<file path="config.mk">
export PLATFORM = sky130hd
export DESIGN_NAME = pipeline_credit_sink
export DESIGN_NICKNAME = d
export VERILOG_FILES = /design/src/rtl/pipeline_credit_sink_pkg.sv /design/src/rtl/pipeline_credit_fifo.sv /design/src/rtl/pipeline_credit_sink.sv
export SDC_FILE = /design/constraint.sdc
export NUM_CORES = 1
export LEC_CHECK = 0
export ABC_AREA = 0
export ABC_CLOCK_PERIOD_IN_PS = 4900
export CORE_UTILIZATION = 35
export CTS_CLUSTER_SIZE = 25
export DETAILED_ROUTE_END_ITERATION = 10
export HOLD_SLACK_MARGIN = 0.12
export PLACE_DENSITY = 0.58
export SYNTH_ARGS = -nofsm -noshare
export SYNTH_HDL_FRONTEND = slang
export SYNTH_SLANG_ARGS = --single-unit
</file>
<file path="constraint.sdc">
create_clock -name clk -period 4.9 [get_ports clk]
set_input_delay 0.98 -clock clk [delete_from_list [all_inputs] [get_ports clk]]
set_output_delay 0.98 -clock clk [all_outputs]
set_load 0.1 [all_outputs]
</file>
<file path="src/rtl/pipeline_credit_sink_pkg.sv">
// ---------------------------------------------------------------------------
// pipeline_credit_sink_pkg
//
// Shared constants and helpers for the credit-gated pipeline sink.
//   DEFAULT_DATA_WIDTH : default payload width
//   DEFAULT_LATENCY    : default pipeline latency (cycles, 1..8)
//   DEFAULT_DEPTH      : default result buffer depth (power of two, >= 2)
//   credit_width()     : bits needed to hold a count in 0..depth inclusive
//   credit_op_e        : what the credit counter does in a given cycle
// ---------------------------------------------------------------------------
package pipeline_credit_sink_pkg;

    localparam int DEFAULT_DATA_WIDTH = 32;
    localparam int DEFAULT_LATENCY    = 1;
    localparam int DEFAULT_DEPTH      = 4;

    // A counter that must represent both 0 and depth needs one bit more
    // than the pointer width.
    function automatic int credit_width(input int depth);
        return $clog2(depth) + 1;
    endfunction

    typedef enum logic [1:0] {
        CREDIT_HOLD   = 2'd0,  // no change (idle, or issue and pop together)
        CREDIT_TAKE   = 2'd1,  // issue only: reserve one slot
        CREDIT_RETURN = 2'd2   // pop only: release one slot
    } credit_op_e;

endpackage

</file>
<file path="src/rtl/pipeline_credit_fifo.sv">
// ---------------------------------------------------------------------------
// pipeline_credit_fifo
//
// Result buffer that sits behind a no-stall pipeline. Show-ahead read: the
// entry at the read pointer is always visible on rd_data. There is no
// empty-buffer bypass, so a result written in cycle t shows up in t+1.
//
// Ports
//   clk, rst   : clock, synchronous active-high reset
//   push       : pipeline result valid this cycle
//   push_data  : pipeline result
//   pop        : downstream takes the head entry (ignored when empty)
//   rd_data    : head entry
//   rd_valid   : buffer holds at least one entry
//   overflow   : sticky, a push arrived while full with no pop to make room
// ---------------------------------------------------------------------------
module pipeline_credit_fifo
    import pipeline_credit_sink_pkg::*;
#(
    parameter int DATA_WIDTH = DEFAULT_DATA_WIDTH,
    parameter int DEPTH      = DEFAULT_DEPTH
) (
    input  logic                  clk,
    input  logic                  rst,
    input  logic                  push,
    input  logic [DATA_WIDTH-1:0] push_data,
    input  logic                  pop,
    output logic [DATA_WIDTH-1:0] rd_data,
    output logic                  rd_valid,
    output logic                  overflow
);

    localparam int AW = $clog2(DEPTH);
    localparam int CW = credit_width(DEPTH);
    localparam logic [CW-1:0] DEPTH_C = CW'(DEPTH);

    // Storage carries no reset; validity is tracked by count_reg alone.
    logic [DATA_WIDTH-1:0] mem [DEPTH];

    logic [AW-1:0] wr_ptr_reg;
    logic [AW-1:0] rd_ptr_reg;
    logic [CW-1:0] count_reg;
    logic          overflow_reg;

    logic full;
    logic do_pop;
    logic do_push;

    assign full    = (count_reg == DEPTH_C);
    assign do_pop  = pop && (count_reg != '0);
    // A pop in the same cycle frees the head slot, so a push into a full
    // buffer is still taken when it coincides with a pop.
    assign do_push = push && (!full || do_pop);

    always_ff @(posedge clk) begin
        if (do_push) begin
            mem[wr_ptr_reg] <= push_data;
        end
    end

    always_ff @(posedge clk) begin
        if (rst) begin
            wr_ptr_reg   <= '0;
            rd_ptr_reg   <= '0;
            count_reg    <= '0;
            overflow_reg <= 1'b0;
        end else begin
            // DEPTH is a power of two, so pointer wrap is the natural
            // roll-over of an AW-bit counter.
            if (do_push) begin
                wr_ptr_reg <= wr_ptr_reg + 1'b1;
            end
            if (do_pop) begin
                rd_ptr_reg <= rd_ptr_reg + 1'b1;
            end
            case ({do_push, do_pop})
                2'b10:   count_reg <= count_reg + 1'b1;
                2'b01:   count_reg <= count_reg - 1'b1;
                default: count_reg <= count_reg;
            endcase
            if (push && !do_push) begin
                overflow_reg <= 1'b1;
            end
        end
    end

    assign rd_data  = mem[rd_ptr_reg];
    assign rd_valid = (count_reg != '0);
    assign overflow = overflow_reg;

endmodule

</file>
<file path="src/rtl/pipeline_credit_sink.sv">
// ---------------------------------------------------------------------------
// pipeline_credit_sink
//
// Front end for a fixed-latency, valid-only pipeline that cannot stall.
// A request is only issued when a result slot has been reserved for it, so
// every result the pipeline produces has room in the buffer. Credits count
// the slots that are neither occupied nor reserved by in-flight requests.
//
// Ports
//   clk, rst           : clock, synchronous active-high reset (also resets
//                        the attached pipeline outside this block)
//   in_data/in_valid   : upstream request
//   in_ready           : a credit is available (registers only)
//   pipe_x             : request payload into the pipeline
//   pipe_input_valid   : request issued this cycle
//   pipe_out           : pipeline result
//   pipe_output_valid  : pipeline result valid
//   out_data/out_valid : oldest buffered result (show-ahead)
//   out_ready          : downstream accepts out_data
//   credits            : free, unreserved result slots
//   overflow           : sticky, a result arrived with the buffer full
// ---------------------------------------------------------------------------
module pipeline_credit_sink
    import pipeline_credit_sink_pkg::*;
#(
    parameter int DATA_WIDTH = DEFAULT_DATA_WIDTH,
    parameter int LATENCY    = DEFAULT_LATENCY,
    parameter int DEPTH      = DEFAULT_DEPTH
) (
    input  logic                             clk,
    input  logic                             rst,
    input  logic [DATA_WIDTH-1:0]            in_data,
    input  logic                             in_valid,
    output logic                             in_ready,
    output logic [DATA_WIDTH-1:0]            pipe_x,
    output logic                             pipe_input_valid,
    input  logic [DATA_WIDTH-1:0]            pipe_out,
    input  logic                             pipe_output_valid,
    output logic [DATA_WIDTH-1:0]            out_data,
    output logic                             out_valid,
    input  logic                             out_ready,
    output logic [credit_width(DEPTH)-1:0]   credits,
    output logic                             overflow
);

    localparam int CW = credit_width(DEPTH);
    localparam logic [CW-1:0] DEPTH_C = CW'(DEPTH);

    logic [CW-1:0] credits_reg;
    logic [CW-1:0] credits_next;
    credit_op_e    credit_op;

    logic issue;
    logic pop;

    // in_ready depends only on the credit register, never on in_valid, so
    // upstream can use it without forming a combinational loop.
    assign in_ready         = (credits_reg != '0);
    assign issue            = in_valid && in_ready;
    assign pipe_input_valid = issue;
    assign pipe_x           = in_data;
    assign pop              = out_valid && out_ready;

    always_comb begin
        credit_op = CREDIT_HOLD;
        if (issue && !pop) begin
            credit_op = CREDIT_TAKE;
        end else if (pop && !issue) begin
            credit_op = CREDIT_RETURN;
        end
    end

    // Saturate at DEPTH: a stray pipeline result accepted together with a
    // pop would otherwise hand back a credit that was never taken.
    always_comb begin
        credits_next = credits_reg;
        case (credit_op)
            CREDIT_TAKE:   credits_next = credits_reg - 1'b1;
            CREDIT_RETURN: begin
                if (credits_reg != DEPTH_C) begin
                    credits_next = credits_reg + 1'b1;
                end
            end
            default:       credits_next = credits_reg;
        endcase
    end

    always_ff @(posedge clk) begin
        if (rst) begin
            credits_reg <= DEPTH_C;
        end else begin
            credits_reg <= credits_next;
        end
    end

    assign credits = credits_reg;

    pipeline_credit_fifo #(
        .DATA_WIDTH (DATA_WIDTH),
        .DEPTH      (DEPTH)
    ) u_fifo (
        .clk       (clk),
        .rst       (rst),
        .push      (pipe_output_valid),
        .push_data (pipe_out),
        .pop       (pop),
        .rd_data   (out_data),
        .rd_valid  (out_valid),
        .overflow  (overflow)
    );

endmodule
</file>
== Word level (Yosys, flattened, before mapping) ==
Memories as Yosys holds them, arrays and structs flattened. A register that Yosys moved wholly into a read port is not among the register bits.
Index checks and enable logic that the tools add are counted.

* Memory bits (writable): 128
* Memories: 1
* Bits of input ports: 69
* Register bits: 11

* Muxes and demuxes: 9
* Reductions and logical operators: 17
* Equality and inequality tests: 7
* Add/sub/neg operators: 6

{| class="wikitable"
|+ Memory list
! name !! depth !! width !! read ports !! clocked after Yosys merged registers in !! wr ports !! line !! text
|-
| u_fifo.mem || 4 || 32 || 1 || 1 || 1 || pipeline_credit_fifo.sv:38 || <nowiki>logic [DATA_WIDTH-1:0] mem [DEPTH];</nowiki>
|}

{| class="wikitable"
|+ Operator list
! operator !! number
|-
| $pmux W3 S2 || 2
|-
| $mux W2 || 4
|-
| $logic_and A1 B1 Y1 || 7
|-
| $add A3 B1 Y3 const B || 2
|-
| $reduce_bool A3 Y1 || 2
|-
| $sub A3 B1 Y3 const B || 2
|-
| $add A2 B1 Y2 const B || 2
|-
| $eq A2 B1 Y1 const B || 2
|-
| $eq A2 B2 Y1 const B || 2
|-
| $logic_not A1 Y1 || 4
|-
| $reduce_bool A2 Y1 || 2
|-
| $eq A3 B3 Y1 const B || 1
|-
| $mux W3 || 1
|-
| $ne A3 B3 Y1 const B || 1
|-
| $mux W1 || 2
|-
| $ne A2 B2 Y1 const B || 1
|-
| $reduce_and A2 Y1 || 1
|-
| $logic_or A1 B1 Y1 || 1
|}

== Logic depth before layout (Yosys ltp) ==
Gate-level depths: netlist of the first run.

* Depth in word-level cells: 9
* Mapped depth: 10

== Modules after synthesis ==
From an unflattened synthesis of the first run, not the netlist that was laid out.

* Cell total of the unflattened synthesis: 299
* Area, all modules: 5,718.0 um^2

{| class="wikitable"
|+ By module, submodules not included
! module !! instances !! cells each !! area each (um^2)
|-
| pipeline_credit_fifo || 1 || 238 || 5,205.0
|-
| pipeline_credit_sink || 1 || 61 || 513.0
|}

== Least setup slack after synthesis of the first run ==
OpenSTA, ideal clock, no wires.

* Path type: register -> register
* Start point: reg credits_reg[0] (netlist: credits[0])
* End point: reg credits_reg[1] (netlist: credits[1])
* Clock period less this slack: 3.836 ns
* Required time: 4.768 ns
* Stages on the path, launching flop included: 8
* Buffers on the path: 0
* Data arrival time: 3.704 ns
* Path slack: 1.064 ns
* Cells stage by stage: dfxtp_1 or3_1 and2_1 nand2b_1 fa_1 o21a_1 a21oi_1 nor4_1

* Elaborated cells between the ends (all ways): 17
* Those cells by class: 2 x add/sub; 4 x eq/ne; 4 x mux; 7 x reduce/logical

{| class="wikitable"
|+ RTL lines
! item !! line !! text
|-
| start: declaration || pipeline_credit_sink.sv:49 || <nowiki>logic [CW-1:0] credits_reg;</nowiki>
|-
| start signal: assignment || pipeline_credit_sink.sv:92 || <nowiki>credits_reg <= credits_next;</nowiki>
|-
| $reduce_bool A3 Y1 (*) || pipeline_credit_sink.sv:58 || <nowiki>assign in_ready = (credits_reg != '0);</nowiki>
|-
| named net in_ready || pipeline_credit_sink.sv:34 || <nowiki>output logic in_ready,</nowiki>
|-
| $logic_and A1 B1 Y1 (*) || pipeline_credit_sink.sv:59 || <nowiki>assign issue = in_valid && in_ready;</nowiki>
|-
| named net pipe_input_valid || pipeline_credit_sink.sv:36 || <nowiki>output logic pipe_input_valid,</nowiki>
|-
| $logic_not A1 Y1 || pipeline_credit_sink.sv:68 || <nowiki>end else if (pop && !issue) begin</nowiki>
|-
| $logic_and A1 B1 Y1 || pipeline_credit_sink.sv:68 ||
|-
| $mux W2 || pipeline_credit_sink.sv:68 ||
|-
| $mux W2 (*) || pipeline_credit_sink.sv:66 || <nowiki>if (issue && !pop) begin</nowiki>
|-
| $eq A2 B2 Y1 or $eq A2 B1 Y1 (tied branches) || pipeline_credit_sink.sv:77 || <nowiki>case (credit_op)</nowiki>
|-
| $pmux W3 S2 (*) || pipeline_credit_sink.sv:77 ||
|-
| named net credits_next[1] || pipeline_credit_sink.sv:50 || <nowiki>logic [CW-1:0] credits_next;</nowiki>
|}

Mark *: on every way through the listed nets, which the timed path passes. The rest lies on a longest branch. The select of a mux whose other input is x is not followed.
A chain may end at the register's enable or synchronous reset.

==> results of run 1 <==
[cells in the final DEF (no fill, tap or decap), drive strengths merged]
master         netlist  final
a211oi               1      1
a21oi                4      4
a31oi                1      1
and2                 5      5
buf                 41      2
bufinv               0      1
clkbuf               2     21
clkdlybuf4s50        0     74
clkinv               0      7
clkinvlp             0      1
dfxtp               13     13
edfxtp             128    128
fa                   2      2
ha                   5      5
inv                  7      7
mux2i                1      1
mux4                32     32
nand2                3      3
nand2b               1      1
nand3                2      2
nand3b               1      1
nor2                11     11
nor2b                1      1
nor3                 1      1
nor3b                1      1
nor4                 1      1
nor4b                1      1
o211ai               1      1
o21a                 1      1
o21ai                2      2
o221ai               1      1
o31a                 2      2
or3                  3      3
xnor2                3      3
xor2                 4      4
[worst paths after layout]
kind                            start                   to  cells after the start
setup / recovery            flip-flop         out_data[19]                      3
hold / removal        u_fifo.overflow      u_fifo.overflow                      2
setup reg to reg  u_fifo.count_reg[0]  u_fifo.count_reg[2]                      9
hold reg to reg       u_fifo.overflow      u_fifo.overflow                      2
[cell type report]
cell class / count / area, um2
multi-input combinational: 91 / 1170
timing repair buffer: 76 / 768
tap: 211 / 264
fill: 1372 / 8580
inverter: 7 / 26.3
sequential: 141 / 4110
clock inverter: 9 / 73.8
clock buffer: 21 / 440
[power groups by stage]
stage / Sequential (W) / Clock [W] / Combinational, W
6_report: 0.00153 / 0.00113 / 0.00164
2_1_floorplan: 0.00158 / 0 / 0.00140
4_1_cts: 0.00153 / 0.00116 / 0.00166
3_5_place_dp: 0.00156 / 0 / 0.00165
5_1_grt: 0.00155 / 0.00120 / 0.00171
3_3_place_gp: 0.00155 / 0 / 0.00164
[cell families after synthesis]
logic type | Yosys count | synth area share [%]
buffers and inverters | 50 | 5.88
DFF | 141 | 73.4
AOI/OAI and AO/OA | 13 | 1.77
xor gates and xnor gates | 7 | 1.23
adders and majority gates | 7 | 1.83
muxes | 33 | 13.1
and+or+nand+nor | 31 | 2.86
[through the flow]
step / hold slack, ns / setup slack [ns] / utilization (%)
3_5_place_dp: 0.479 / 1.37 / 41.0
2_1_floorplan: 0.485 / 1.06 / -
6_report: 0.485 / 1.01 / 44.4
5_1_grt: 0.516 / 0.867 / 44.4
4_1_cts: 0.493 / 0.918 / 44.4
3_3_place_gp: 0.462 / 1.38 / 41.0
[routing by layer]
metal,share of wire (%),vias to the layer above
met4,1.8,0
met1,45,1303
met5,0,-
li1,-,1179
met2,47,77
met3,5.5,30
[worst reg2reg max path, cell delays in order, from the launching register on]
cell	delay, ns
dfxtp_1	0.36
nor4b_1	0.40
nor2b_1	0.22
inv_2	0.09
ha_1	0.18
inv_1	0.06
fa_1	0.37
xor2_1	0.16
or3_1	0.30
a21oi_1	0.13
==> impl_metrics.csv, run 1 <==
group,metric,value,unit
run_status,status,"complete, no violations",
timing,fmax,257,MHz
critical_path,critical_path.max_fanout,19,
routing,drt-pass1-iter-count,4,
cts,post_cts_buffers,0,
placed_design,dp_hpwl,5.59,mm
timing,slew_viol_final,0,
pwr,power.share.clock,26.2,%
timing,period_share,79.4,%
logic_synthesis,netlist.area_leader.share,68.7,%
logic_synthesis,synth_nets,358,
cts,cts-resized-gates,0,
cells_and_area,nets,410,
logic_synthesis,async_reset_ff_share,0,%
flow_run,drv_cap,0,
timing,period_needed,3.89,ns
global_route,grtUsageMet2,19.2,%
global_route,grt.met1_usage,15.6,%
critical_path,start_kind,"flip-flop",
cells_and_area,layoutNonFillerInstCount,556,
cells_and_area,drive_gt1_share,19.7,%
cts,htree_levels,4,
placed_design,postPlaceCellArea,0.00633,mm2
placed_design,portBuffers,75,
global_route,grt_overflow,0,
pwr,p_total,0.00429,W
routing,drcViolationCount,0,
cells_and_area,areaGrowthSynthToFinish,22.4,%
critical_path,rrSetupSlack,2.56,ns
global_route,grt_pass1_vias,2717,
floorplan,chipWidth,128,um
timing,setup_viol,0,
global_route,grtUsageTotal,12.5,%
routing,antenna_left,0,
global_route,grt_pass1_wl,14.7,mm
logic_synthesis,yosysMostFrequentCell,"edfxtp_1",
pwr,internal_power,0.00259,W
critical_path,path_cells,"buf_12 -> mux4_2 -> clkdlybuf4s50_1",
cts,cts_tree,"yes",
timing,rsz0062_at_grt,"no",
floorplan,design.core.area,0.0154,mm2
global_route,use_met3,4.62,%
placed_design,place_congestion,0.686,
timing,setup-tns-final,0,ns
pwr,ir_drop,0.361,mV
timing,hold_viol_final,0,
routing,drt_iter0_drc,123,
pwr,switching_power,0.00170,W
critical_path,end_kind,"output pin",
logic_synthesis,ys_seq_elements,141,
cts,cts_sinks,141,
cts,clockBufferDepth,2,
cts,cts_buffers,17,
cts,clock_latency,0.41,ns
floorplan,die-area,0.0165,mm2
logic_synthesis,ys.flop_type,"edfxtp_1",
timing,relSlewSlack,33.6,%
placed_design,dp_cells,526,
logic_synthesis,seq_area_frac_synth,73.4,%
floorplan,ios,140,
cells_and_area,diodes,0,
logic_synthesis,synth_common_cells,"edfxtp_1, buf_4, mux4_2",
critical_path,critPathTopFamily,"buffers and inverters",
critical_path,critPathBufInv,2,
pwr,p_seq_share,35.6,%
logic_synthesis,yosysTopAreaCell,"edfxtp_1",
cts,cts_root_buf,"clkbuf_16",
logic_synthesis,synth_area_per_cell,19.8,um2
critical_path,cp_slowest_cell,"clkdlybuf4s50_1",
global_route,grt_max_degree,33,
hold_path,hold_class,"reg -> reg",
routing,wl,9.62,mm
cells_and_area,largest_register_ffs,128,
cells_and_area,postLayoutCellArea,0.00685,mm2
pwr,combinationalPowerShare,38.2,%
critical_path,criticalPathCategory,"reg -> out",
global_route,busiest_layer,"met2",
logic_synthesis,synthCells,282,
timing,tightest_slew,0.993,ns
cts,cts.clk_slew.worst_paths,0.06,ns
global_route,antenna_found_initial,0,
floorplan,rows,45,
critical_path,cp_slowest_stage_delay,0.98,ns
pwr,switching_share,39.7,%
routing,via_per_inst,4.66,
pwr,pwr_density_cell,627,mW/mm2
logic_synthesis,netlist_area,0.00559,mm2
critical_path,worstPathRequired,3.92,ns
cts,holdBufCountCts,0,
routing,route.vias.total,2589,
logic_synthesis,yosys_warnings,0,
logic_synthesis,synth_edf_count,128,
pwr,p_leak,2.19,nW
critical_path,cp.arrival,2.91,ns
logic_synthesis,yosys.cell_types.count,37,
logic_synthesis,synth_area_leaders,"edfxtp_1, mux4_2, buf_4, dfxtp_1, ha_1",
floorplan,initial_utilization,36.3,%
floorplan,die_y,128,um
routing,drt-wirelength-per-cell,17.3,um
timing,skew,0.00525,ns
(Power assumes the default switching activity.)
==> run 2: changes to the inputs <==
--- a/config.mk
+++ b/config.mk
@@ -6,7 +6,7 @@
 export NUM_CORES = 1
 export LEC_CHECK = 0
 export ABC_AREA = 0
-export ABC_CLOCK_PERIOD_IN_PS = 4900
+export ABC_CLOCK_PERIOD_IN_PS = 3900
 export CORE_UTILIZATION = 35
 export CTS_CLUSTER_SIZE = 25
 export DETAILED_ROUTE_END_ITERATION = 10
==> constraint.sdc (replaced) <==
create_clock -name clk -period 3.9 [get_ports clk]
set_input_delay 0.78 -clock clk [delete_from_list [all_inputs] [get_ports clk]]
set_output_delay 0.78 -clock clk [all_outputs]
set_load 0.1 [all_outputs]
==> impl_metrics.csv, run 2 (same netlist as run 1, synthesis figures left out) <==
group,metric,value,unit
floorplan,initial_utilization,36.3,%
critical_path,path_cells,"buf_4 -> mux4_2 -> buf_4",
routing,via_per_inst,4.71,
timing,skew,0.00477,ns
timing,slew_viol_final,0,
floorplan,ios,140,
cells_and_area,largest_register_ffs,128,
cells_and_area,diodes,0,
cts,post_cts_buffers,0,
placed_design,portBuffers,75,
timing,setup_viol,0,
critical_path,cp_slowest_stage_delay,0.84,ns
global_route,grt_pass1_wl,15.2,mm
cells_and_area,drive_gt1_share,31.5,%
cells_and_area,final_cell_mix,"edfxtp_1, clkdlybuf4s50_1, buf_4, mux4_2, clkbuf_16",
cts,cts_root_buf,"clkbuf_16",
cts,cts-resized-gates,0,
cts,cts.clk_slew.worst_paths,0.06,ns
routing,wl,9.68,mm
critical_path,crit_top_cell,"buf_4",
cts,clockBufferDepth,2,
pwr,pwr_density_cell,796,mW/mm2
global_route,grt_max_degree,33,
timing,tightest_slew,0.962,ns
critical_path,cp.arrival,2.37,ns
cts,cts_buffers,17,
cells_and_area,layout_commonest_cell,"edfxtp_1",
critical_path,criticalPathCategory,"reg -> out",
timing,period_needed,3.15,ns
routing,route.vias.total,2649,
floorplan,die-area,0.0165,mm2
cts,clock_latency,0.41,ns
floorplan,rows,45,
routing,drt_iter0_drc,98,
cts,cts_tree,"yes",
run_status,status,"complete, no violations",
flow_run,drv_cap,0,
global_route,antenna_found_initial,1,
cts,holdBufCountCts,0,
pwr,p_leak,2.26,nW
hold_path,hold_class,"reg -> reg",
cells_and_area,nets,415,
critical_path,start_kind,"flip-flop",
routing,drt-pass1-iter-count,4,
global_route,grt_pass1_vias,2832,
critical_path,critPathTopFamily,"flip-flops",
placed_design,dp_hpwl,5.94,mm
floorplan,chipWidth,128,um
timing,hold_viol_final,0,
timing,fmax,317,MHz
timing,period_share,80.8,%
floorplan,die_y,128,um
timing,relSlewSlack,35.7,%
critical_path,critPathBufInv,2,
routing,antenna_left,0,
global_route,grt_overflow,0,
cts,cts_sinks,141,
cells_and_area,areaGrowthSynthToFinish,22.9,%
routing,drcViolationCount,0,
cells_and_area,final_util,44.6,%
cells_and_area,fillers,1401,
global_route,grtUsageTotal,12.8,%
critical_path,end_kind,"output pin",
placed_design,place_congestion,0.708,
pwr,ir_drop,0.522,mV
critical_path,cp_slowest_cell,"dfxtp_2",
critical_path,worstPathRequired,3.12,ns
timing,rsz0062_at_grt,"no",
floorplan,design.core.area,0.0154,mm2
cts,htree_levels,4,
timing,setup-tns-final,0,ns
critical_path,critical_path.max_fanout,21,
routing,drt-wirelength-per-cell,17.2,um
run 2: metrics by stage:
step	hold slack (ns)	cells	instance area, um2	worst slack, ns	total power [W]
after global routing	0.580	563	6870	0.547	0.00569
after CTS	0.491	563	6870	0.647	0.00555
after detailed placement	0.478	531	6300	0.693	0.00400
after global placement	0.455	531	6300	0.807	0.00398
final	0.484	563	6870	0.747	0.00547
after floorplan	0.485	282	5590	0.0643	0.00373
run 2: area by class of cell:
class                           instances  area [um2]  share of cell area (%)
Tap cell                              211         264                    3.84
Clock buffer                           18         429                    6.24
Sequential cell                       141        4110                    59.7
Inverter                                7        26.3                   0.382
Multi-Input combinational cell         91        1170                    17.0
Clock inverter                         14         144                    2.09
Timing Repair Buffer                   81         738                    10.7
run 2: routing by layer:
metal | wire length, um | up-vias | global-route usage (%)
met5 | 12 | - | 0
li1 | - | 1191 | -
met4 | 188 | 2 | 6.64
met3 | 540 | 32 | 4.53
met2 | 4810 | 70 | 20.7
met1 | 4130 | 1354 | 15.1
run 2: power breakdown:
group,total [W],internal (W),switching (W)
Combinational,0.00200,0.000553,0.00145
Sequential,0.00193,0.00180,0.000135
Clock,0.00154,0.000939,0.000597
run 2: final timing paths:
kind | start | endpoint | cells past startpoint | slack, ns
setup / recovery | flip-flop | out_data[22] | 3 | 0.75
setup reg to reg | u_fifo.count_reg[0] | u_fifo.count_reg[2] | 9 | 1.51
hold / removal | u_fifo.overflow | u_fifo.overflow | 2 | 0.48
hold reg to reg | u_fifo.overflow | u_fifo.overflow | 2 | 0.48
run 2: tightest hold or removal path, stage by stage (launching register included):
cell	delay [ns]
dfxtp_1	0.33
a21oi_1	0.04
nor2_1	0.08
==> run 3: changes to the inputs <==
--- a/config.mk
+++ b/config.mk
@@ -6,7 +6,7 @@
 export NUM_CORES = 1
 export LEC_CHECK = 0
 export ABC_AREA = 0
-export ABC_CLOCK_PERIOD_IN_PS = 3900
+export ABC_CLOCK_PERIOD_IN_PS = 3100
 export CORE_UTILIZATION = 35
 export CTS_CLUSTER_SIZE = 25
 export DETAILED_ROUTE_END_ITERATION = 10
==> constraint.sdc (replaced) <==
create_clock -name clk -period 3.1 [get_ports clk]
set_input_delay 0.62 -clock clk [delete_from_list [all_inputs] [get_ports clk]]
set_output_delay 0.62 -clock clk [all_outputs]
set_load 0.1 [all_outputs]
==> impl_metrics.csv, run 3 (same netlist as run 1, synthesis figures left out) <==
group,metric,value,unit
cells_and_area,postLayoutCellArea,0.00695,mm2
global_route,antenna_found_initial,0,
placed_design,place_congestion,0.681,
routing,wl,9.72,mm
routing,drt-pass1-iter-count,4,
critical_path,r2r_end,"u_fifo.count_reg[2]",
cts,cts_tree,"yes",
cells_and_area,diodes,0,
timing,slew_viol_final,0,
cts,cts_buffers,17,
critical_path,cp.arrival,2.05,ns
critical_path,cp_slowest_cell,"dfxtp_2",
flow_run,drv_cap,0,
pwr,ir_drop,0.707,mV
routing,drcViolationCount,0,
cts,htree_levels,4,
global_route,grtUsageTotal,12.6,%
routing,route.vias.total,2616,
routing,via_per_inst,4.67,
critical_path,critical_path.max_fanout,24,
cts,post_cts_buffers,0,
cts,cts_sinks,141,
floorplan,die_y,128,um
run_status,status,"complete, no violations",
timing,tightest_slew,0.900,ns
global_route,grt_max_degree,33,
cts,cts.clk_slew.worst_paths,0.06,ns
timing,setup_viol,0,
critical_path,critPathBufInv,2,
placed_design,dp_slack,0.170,ns
floorplan,die-area,0.0165,mm2
cells_and_area,largest_register_ffs,128,
timing,relSlewSlack,40.0,%
cts,clock_latency,0.42,ns
critical_path,r2r_cells,9,
timing,rsz0062_at_grt,"no",
global_route,use_met3,4.20,%
floorplan,initial_utilization,36.3,%
timing,skew,0.00467,ns
cells_and_area,layout_commonest_cell,"edfxtp_1",
placed_design,dp_hpwl,5.73,mm
critical_path,rrSetupSlack,0.84,ns
placed_design,portBuffers,75,
hold_path,hold_class,"reg -> reg",
cells_and_area,nets,412,
critical_path,crit_cells,3,
cts,holdBufCountCts,0,
critical_path,path_cells,"buf_12 -> mux4_2 -> buf_4",
critical_path,worstPathRequired,2.48,ns
cts,cts_root_buf,"clkbuf_16",
timing,hold_viol_final,0,
routing,drt_iter0_drc,123,
timing,period_share,86.2,%
global_route,busiest_layer,"met2",
routing,antenna_left,0,
global_route,grt.met1_usage,14.7,%
floorplan,rows,45,
critical_path,worstSetupEndpoint,"out_data[15]",
critical_path,start_kind,"flip-flop",
timing,setup-tns-final,0,ns
critical_path,critPathTopFamily,"flip-flops",
timing,period_needed,2.67,ns
floorplan,chipWidth,128,um
placed_design,postPlaceCellArea,0.00635,mm2
pwr,p_leak,2.29,nW
cells_and_area,final_cell_mix,"edfxtp_1, clkdlybuf4s50_1, buf_4, mux4_2, clkbuf_16",
global_route,grt_pass1_wl,14.9,mm
floorplan,ios,140,
pwr,pwr_density_cell,1020,mW/mm2
timing,setup_slack,0.427,ns
cells_and_area,fillers,1364,
cts,cts-resized-gates,0,
routing,drt-wirelength-per-cell,17.3,um
floorplan,design.core.area,0.0154,mm2
critical_path,criticalPathCategory,"reg -> out",
critical_path,end_kind,"output pin",
global_route,grtUsageMet2,20.1,%
global_route,grt_pass1_vias,2751,
critical_path,cp_slowest_stage_delay,0.55,ns
timing,fmax,374,MHz
cells_and_area,drive_gt1_share,33.8,%
cells_and_area,areaGrowthSynthToFinish,24.2,%
cts,clockBufferDepth,2,
critical_path,timing.rr.start,"u_fifo.count_reg[0]",
global_route,grt_overflow,0,
==> run 3: power by group <==
part | switching [W] | internal (W) | total [W] | leakage (nW)
combinational | 0.00189 | 0.000772 | 0.00267 | 0.730
clock | 0.000761 | 0.00126 | 0.00202 | 0.280
sequential | 0.000115 | 0.00227 | 0.00238 | 1.28
total | 0.00277 | 0.00430 | 0.00707 | 2.29
==> run 3: tightest hold or removal path, stage by stage (launching register included) <==
cell and delay [ns]:
dfxtp_1 0.33, a21oi_1 0.04, nor2_1 0.07
==> run 3: per-stage QoR <==
stage | utilization (%) | power (W) | cells | hold slack, ns
after floorplan | - | 0.00471 | 282 | 0.485
after global placement | 41.1 | 0.00510 | 528 | 0.472
after detailed placement | 41.1 | 0.00512 | 528 | 0.467
after CTS | 45.0 | 0.00715 | 560 | 0.488
after global routing | 45.0 | 0.00734 | 560 | 0.563
final | 45.0 | 0.00707 | 560 | 0.481
==> run 3: worst min path at each step <==
stage | start | end | cells past startpoint | slack [ns]
after floorplan | u_fifo.rd_ptr_reg[1] | flip-flop | 2 | 0.48
after global placement | u_fifo.overflow | u_fifo.overflow | 2 | 0.47
after detailed placement | u_fifo.overflow | u_fifo.overflow | 2 | 0.47
after CTS | u_fifo.overflow | u_fifo.overflow | 2 | 0.49
after global routing | u_fifo.overflow | u_fifo.overflow | 2 | 0.56
final | u_fifo.overflow | u_fifo.overflow | 2 | 0.48
==> run 3: layout make-up <==
type,count,area (um2),share of cell area (%)
Timing Repair Buffer,78,776,11.2
Clock inverter,14,169,2.43
Tap cell,211,264,3.80
Inverter,7,26.3,0.378
Sequential cell,141,4110,59.2
Clock buffer,18,429,6.18
Multi-Input combinational cell,91,1170,16.9
==> run 3: per-layer routing <==
metal	routed length, um	vias up
li1	-	1184
met1	4090	1304
met2	4720	84
met3	600	44
met4	312	0
met5	0	-
